`src/rtl/mult_hilo_ctrl.sv`:
```
// HI/LO sequencer for a 16x16 unsigned multiplier: sign-magnitude conversion, fixed-latency wait, HI/LO writeback, MFHI/MFLO/MTHI/MTLO.
// HI/LO written MULT_LAT+1 edges after Start; Busy interlocks Start/Mt_We, and reads arriving while Busy complete with Done.
module mult_hilo_ctrl #(
  parameter int MULT_LAT = 2
) (
  input  logic        Clk,
  input  logic        Rst,
  input  logic        Start,
  input  logic        Signed,
  input  logic [15:0] A,
  input  logic [15:0] B,
  output logic [15:0] Mult_OpA,
  output logic [15:0] Mult_OpB,
  input  logic [31:0] Mult_Result,
  output logic        Busy,
  output logic        Done,
  input  logic        Mf_Req,
  input  logic        Mf_Sel,
  output logic [15:0] Mf_Data,
  output logic        Mf_Valid,
  input  logic        Mt_We,
  input  logic        Mt_Sel,
  input  logic [15:0] Mt_Data,
  output logic [15:0] HI,
  output logic [15:0] LO
);

  typedef enum logic [1:0] {S_IDLE, S_WAIT, S_WB} state_t;

  state_t      state_q, state_d;
  logic [3:0]  cnt_q, cnt_d;
  logic [15:0] opa_q, opa_d, opb_q, opb_d;
  logic [15:0] hi_q, hi_d, lo_q, lo_d;
  logic [15:0] mf_data_q, mf_data_d;
  logic        mf_valid_q, mf_valid_d;
  logic        done_q, done_d;
  logic        neg_q, neg_d;
  logic        pend_q, pend_d;
  logic        pend_sel_q, pend_sel_d;
  logic [31:0] hilo;
  logic        wb_sel;

  always_ff @(posedge Clk or negedge Rst) begin
    if (!Rst) begin
      state_q    <= S_IDLE;
      cnt_q      <= '0;
      opa_q      <= '0;
      opb_q      <= '0;
      hi_q       <= '0;
      lo_q       <= '0;
      mf_data_q  <= '0;
      mf_valid_q <= 1'b0;
      done_q     <= 1'b0;
      neg_q      <= 1'b0;
      pend_q     <= 1'b0;
      pend_sel_q <= 1'b0;
    end else begin
      state_q    <= state_d;
      cnt_q      <= cnt_d;
      opa_q      <= opa_d;
      opb_q      <= opb_d;
      hi_q       <= hi_d;
      lo_q       <= lo_d;
      mf_data_q  <= mf_data_d;
      mf_valid_q <= mf_valid_d;
      done_q     <= done_d;
      neg_q      <= neg_d;
      pend_q     <= pend_d;
      pend_sel_q <= pend_sel_d;
    end
  end

  always_comb begin
    state_d    = state_q;
    cnt_d      = cnt_q;
    opa_d      = opa_q;
    opb_d      = opb_q;
    hi_d       = hi_q;
    lo_d       = lo_q;
    mf_data_d  = mf_data_q;
    mf_valid_d = 1'b0;
    done_d     = 1'b0;
    neg_d      = neg_q;
    pend_d     = pend_q;
    pend_sel_d = pend_sel_q;
    hilo       = neg_q ? (~Mult_Result + 32'd1) : Mult_Result;
    wb_sel     = pend_q ? pend_sel_q : Mf_Sel;

    case (state_q)
      S_IDLE: begin
        if (Start) begin
          // -32768 negates to itself, which is the correct 16-bit magnitude
          opa_d   = (Signed && A[15]) ? (~A + 16'd1) : A;
          opb_d   = (Signed && B[15]) ? (~B + 16'd1) : B;
          neg_d   = Signed & (A[15] ^ B[15]);
          cnt_d   = MULT_LAT[3:0];
          state_d = S_WAIT;
        end else if (Mt_We) begin
          if (Mt_Sel) hi_d = Mt_Data;
          else        lo_d = Mt_Data;
        end
        if (Mf_Req) begin
          mf_data_d  = Mf_Sel ? hi_q : lo_q;
          mf_valid_d = 1'b1;
        end
      end
      S_WAIT: begin
        cnt_d = cnt_q - 4'd1;
        if (cnt_q == 4'd1) state_d = S_WB;
        if (Mf_Req && !pend_q) begin
          pend_d     = 1'b1;
          pend_sel_d = Mf_Sel;
        end
      end
      S_WB: begin
        hi_d    = hilo[31:16];
        lo_d    = hilo[15:0];
        done_d  = 1'b1;
        state_d = S_IDLE;
        pend_d  = 1'b0;
        // A read arriving in the writeback cycle itself is served like a pending one
        if (pend_q || Mf_Req) begin
          mf_data_d  = wb_sel ? hilo[31:16] : hilo[15:0];
          mf_valid_d = 1'b1;
        end
      end
      default: state_d = S_IDLE;
    endcase
  end

  assign Mult_OpA = opa_q;
  assign Mult_OpB = opb_q;
  assign Busy     = (state_q != S_IDLE);
  assign Done     = done_q;
  assign Mf_Data  = mf_data_q;
  assign Mf_Valid = mf_valid_q;
  assign HI       = hi_q;
  assign LO       = lo_q;

endmodule

```
`config.mk`:
```
export PLATFORM = sky130hd
export DESIGN_NAME = mult_hilo_ctrl
export DESIGN_NICKNAME = d
export VERILOG_FILES = /design/src/rtl/mult_hilo_ctrl.sv
export SDC_FILE = /design/constraint.sdc
export NUM_CORES = 1
export LEC_CHECK = 0
export ABC_AREA = 1
export BUFFER_PORTS_ARGS = -buffer_cell sky130_fd_sc_hd__buf_2
export CORE_UTILIZATION = 36
export DETAILED_ROUTE_END_ITERATION = 12
export HOLD_SLACK_MARGIN = 0.1
export PLACE_DENSITY = 0.68
export SETUP_SLACK_MARGIN = 0.02
export SYNTH_ARGS = -nofsm -noshare
export SYNTH_HDL_FRONTEND = slang
export SYNTH_SLANG_ARGS = --single-unit
```
`constraint.sdc`:
```
create_clock -name Clk -period 3.2 [get_ports Clk]
set_input_delay 0.16 -clock Clk [delete_from_list [all_inputs] [get_ports Clk]]
set_output_delay 0.16 -clock Clk [all_outputs]
set_load 0.01 [all_outputs]
```
==> Word level (Yosys, flattened, before mapping) <==
Index checks and enable logic that the tools add are counted.
Widths: inputs -> output; s select.
{ "classes": {"addsub": 4, "n_eq_ne": 12, "mux": 28, "bitwise_logic": 5, "n_reduce_logical": 18} }
{ "op_table": {"columns": ["cell", "n"], "rows": [
  ["$mux 16", 12],
  ["$pmux 16 s2", 3],
  ["$add 16x1->16 const B", 2],
  ["$add 32x1->32 const B", 1],
  ["$mux 32", 1],
  ["$not 16->16", 2],
  ["$not 32->32", 1],
  ["$ne 2x2->1 const B", 9],
  ["$reduce_and 2->1", 5],
  ["$pmux 4 s2", 1],
  ["$reduce_and 4->1", 2],
  ["$reduce_bool 2->1", 4],
  ["$mux 1", 5],
  ["$eq 4x1->1 const B", 1],
  ["$mux 2", 2],
  ["$mux 4", 1],
  ["$pmux 1 s2", 2],
  ["$pmux 2 s2", 1],
  ["$sub 4x1->4 const B", 1],
  ["$logic_and 1x1->1", 3],
  ["$reduce_and 3->1", 1],
  ["$eq 2x1->1 const B", 1],
  ["$eq 2x2->1 const B", 1],
  ["$logic_not 2->1", 1],
  ["4 further kinds", 4]
]} }
{ "word_totals": {"ff_bits": 91, "in_bits": 88, "out_inout_bits": 83, "wordCells": 79} }

==> Longest topological paths before layout <==
{ "depth": {"ltp_word": 6, "mapped_depth": 12} }

==> Worst setup path after synthesis <==
OpenSTA, ideal clock, no wires.
{ "synth_timing": {"path_type": "register to register", "start": "reg state_q[0]", "end": "reg hi_q[10] (netlist: HI[10])", "arrival_ns": 1.310, "required_ns": 3.074, "setup_slack_ns": 1.764, "stages_incl_launch_ff": 10, "period_less_slack_ns": 1.436, "cell_sequence": "dfrtp_1 nor2_1 inv_2 a21oi_2 inv_1 nand2_4 inv_2 buf_4 nor2_1 a31oi_1"} }
{ "synth_between": {"elab_chain_cells": 3} }
{ "synth_lines": {"columns": ["element", "line_no", "text"], "rows": [
  ["start: declaration", "30", "state_t state_q, state_d;"],
  ["start signal: assignment", "58", "state_q <= state_d;"],
  ["$eq 2x2->1 or $logic_not 2->1 (tied branches)", "89", "case (state_q)"],
  ["$reduce_bool 2->1 (no source line) or $ne 2x2->1 (tied branches)", null, null],
  ["$reduce_and 4->1 (no source line)", null, null],
  ["end signal: assignment", "62", "hi_q <= hi_d;"],
  ["end: declaration", "33", "logic [15:0] hi_q, hi_d, lo_q, lo_d;"]
]} }
Several ways; a longest one is shown, not always the timed one.
A chain may end at the register's enable or synchronous reset.

==> Worst setup path in the final report <==
{ "layout_timing": {"start": "reg neg_q", "end": "reg mf_data_q[8] (netlist: Mf_Data[8])"} }
{ "layout_between": {"elab_chain_cells": 4} }
{ "layout_lines": {"columns": ["element", "line_no", "text"], "rows": [
  ["start: declaration", "37", "logic neg_q, neg_d;"],
  ["start signal: assignment", "67", "neg_q <= neg_d;"],
  ["$mux 32", "86", "hilo = neg_q ? (~Mult_Result + 32'd1) : Mult_Result;"],
  ["$mux 16", "123", "mf_data_d = wb_sel ? hilo[31:16] : hilo[15:0];"],
  ["$mux 16", "122", "if (pend_q || Mf_Req) begin"],
  ["$pmux 16 s2", "89", null],
  ["end signal: assignment", "64", "mf_data_q <= mf_data_d;"],
  ["end: declaration", "34", "logic [15:0] mf_data_q, mf_data_d;"]
]} }
Every way passes these cells. The select of a mux whose other input is x is not followed.

==> key figures <==
Outcome
  – Status: finished, final reports clean

Logic synthesis
  – Total nets after synthesis: 978
  – Synth Flop Type: dfrtp_1
  – Fraction of registers with async set/reset: 100%
  – Cells after synthesis: 885
  – EDFF count, synth: 0
  – Synth cell types: 39
  – Sequential element share of the synthesized area: 38.1%
  – Syn Std Cell Area: 5980 µm²
  – YS warnings: 0
  – Flops & latches, synth: 91
  – Syn_area_per_cell: 6.75 µm²

Drt
  – Drt pass-1 iters: 5
  – Drt drc: 0
  – Vias: 6413
  – Initial drt markers: 404
  – Routed wire length: 19400 µm
  – Detail Route Antenna Nets: 0
  – Vias per cell: 5.05
  – Wirelength per Cell: 15.3 µm

Worst setup path
  – Crit-path slowest cell: dfrtp_1
  – Worst Setup Path Type: flip-flop to flip-flop
  – Reg2reg end: Mf_Data[8]
  – CP required: 3.47 ns
  – Startpoint Class: flip-flop
  – Worst path most repeated cell: nand3_1
  – Worst R2R Start: neg_q
  – Critical path, cell by cell: inv_2 > a21oi_1 > nor2_4 > nand3_1 > nand2_1 > nand3_1 > nand3_1 > a21oi_1
  – Max FO, Critical Path: 13
  – Crit path largest cell delay: 0.65 ns
  – Worst path arrival time: 2.20 ns
  – R2r setup slk: 1.27 ns
  – CP endpoint kind: flip-flop
  – Reg2Reg Depth: 8

Hold path
  – Hold_sp: Mt_Data[0]
  – Hold crit path type: input pin to flip-flop
  – WHS Path Cells: 3
  – Hold Path Sink: LO[0]

Clock network
  – Skew-Pair Late Insertion Delay: 0.35 ns
  – # Post-CTS Setup Buffers: 0
  – CTS Buffer Depth: 2
  – Reg clk slew, reported paths: 0.07 ns
  – CTS tree: yes
  – Root Buffer: clkbuf_16
  – Clk sinks: 91
  – Post-cts resize count: 0
  – H-tree depth: 3
  – TritonCTS Buffers: 9
  – CTS Hold Bufs: 6

Global routing
  – Initial antenna violation count: 2
  – Total gr overflow: 0
  – GR Util All Layers: 23.2%
  – First-pass GRT wire length: 30200 µm
  – Pin count of the biggest net entering global routing: 71
  – Vias in the first global route: 5905

STA
  – Fmax: 519 MHz
  – Hold Vio Cnt, Final: 0
  – Worst slew pin tran: 0.905 ns
  – Rel. slew slack: 39.6%
  – Setup Viol. Count Final: 0
  – Setup Skew: 0.00867 ns
  – Hold WS: 0.111 ns
  – Final period util: 60.2%
  – Fin Setup TNS: 0 ns
  – Min cycle time layout: 1.93 ns
  – Pins Over Slew Limit: 0
  – RSZ-0062 raised after global routing: no

Layout
  – Register area: 2280 µm²
  – Final layout net count: 1141
  – Multi-input gate area: 3260 µm²
  – Layout area overhead: 23.3%
  – Layout cells sized above 1: 21.6%
  – Fill cells: 1646
  – Leading cell type in the layout, fill and taps excluded: nand2_1
  – Commonest non-fill, non-tap cells in the layout: nand2_1, buf_2, nor2_1

Power
  – Pwr Density: 859 nW/µm²
  – Lkg Pwr: 0.00371 µW
  – Peak VDD IR: 0.438 mV

Die
  – Die H: 131 µm
  – DIE WIDTH: 131 µm
  – Initial Utilization: 37.2%
  – Die area: 17100 µm²
  – Row cnt: 46
  – Core area: 16100 µm²
  – # IOs: 171

Place
  – Buffers added on ports: 170
  – Routability Congestion: 0.907
  – Hpwl dp: 14900 µm

Job
  – Max Cap Violations: 0
==> layer usage <==
metal	vias to the layer above	GRT usage (%)	wire [µm]
met5	-	0	0
met4	0	8.99	533
met3	35	5.62	1710
met2	270	38.5	8980
met1	2925	29.1	8160
li1	3183	-	-
==> how the worst max path moves through the flow <==
stage                     slack [ns]     endpoint  startpoint
after CTS                       1.30   Mf_Data[8]       neg_q
after floorplan                 1.76       HI[10]  state_q[0]
after detailed placement        1.29  Mult_OpB[5]  state_q[0]
after global placement          1.32  Mf_Data[13]  state_q[0]
final                           1.27   Mf_Data[8]       neg_q
after global routing            1.08   Mf_Data[8]       neg_q
==> through the flow <==
step	cell area, µm²	total power [µW]	setup slack [ns]	instances	util, %
after floorplan	5980	4040	1.76	885	-
after global placement	7010	5210	1.32	1247	43.6
after detailed placement	7010	5260	1.29	1247	43.6
after CTS	7370	6360	1.30	1269	45.9
after global routing	7370	6860	1.08	1270	45.9
final	7370	6330	1.27	1270	45.9
==> critical path: cells and delay by family, from the launching register on <==
family / cells / cell delay [ns]
AOI/OAI and AO/OA: 2 / 0.48
and+or+nand+nor: 5 / 0.50
DFF: 1 / 0.65
buffers and inverters: 1 / 0.20
==> flip-flops by register name, summed over array words and instances (netlist names) <==
name,cells
LO,16
Done,1
state_q,2
pend_q,1
HI,16
Mult_OpA,16
pend_sel_q,1
Mult_OpB,16
Mf_Data,16
Mf_Valid,1
cnt_q,4
neg_q,1
==> cells in the mapped netlist, drive strengths merged (5+ instances only) <==
cell type,instances,area (µm²)
nand2,270,1030
nor2,134,543
dfrtp,91,2280
nand3,80,420
inv,76,288
a21oi,62,314
o21ai,57,300
a31oi,21,131
buf,20,114
xor2,19,166
clkbuf,12,45.0
nor3,7,46.3
xnor2,6,52.6
ha,5,62.6
==> power breakdown <==
part           total (µW)  switching [µW]  leakage [µW]  internal, µW
logic                3080            1960       0.00250          1130
registers            2160             455       0.00107          1710
clock network        1080             455      0.000139           626
total                6330            2870       0.00371          3460
==> final cells by class <==
cell class                      count  area share, %
Multi-Input combinational cell    686           44.3
Sequential cell                    91           30.9
Timing Repair Buffer              184           13.2
Inverter                           76           3.91
Tap cell                          216           3.67
Clock buffer                       12           3.35
Clock inverter                      4          0.679
Antenna cell                        1         0.0340
==> kinds of logic after synthesis <==
family,Yosys count,share of synthesized area (%)
AOI/OAI and AO/OA,151,13.9
xor gates and xnor gates,25,3.66
adders and majority gates,5,1.05
buffers and inverters,108,7.47
DFF,91,38.1
muxes,1,0.167
and+or+nand+nor,504,35.6
Power figures use the tool's default switching activity.
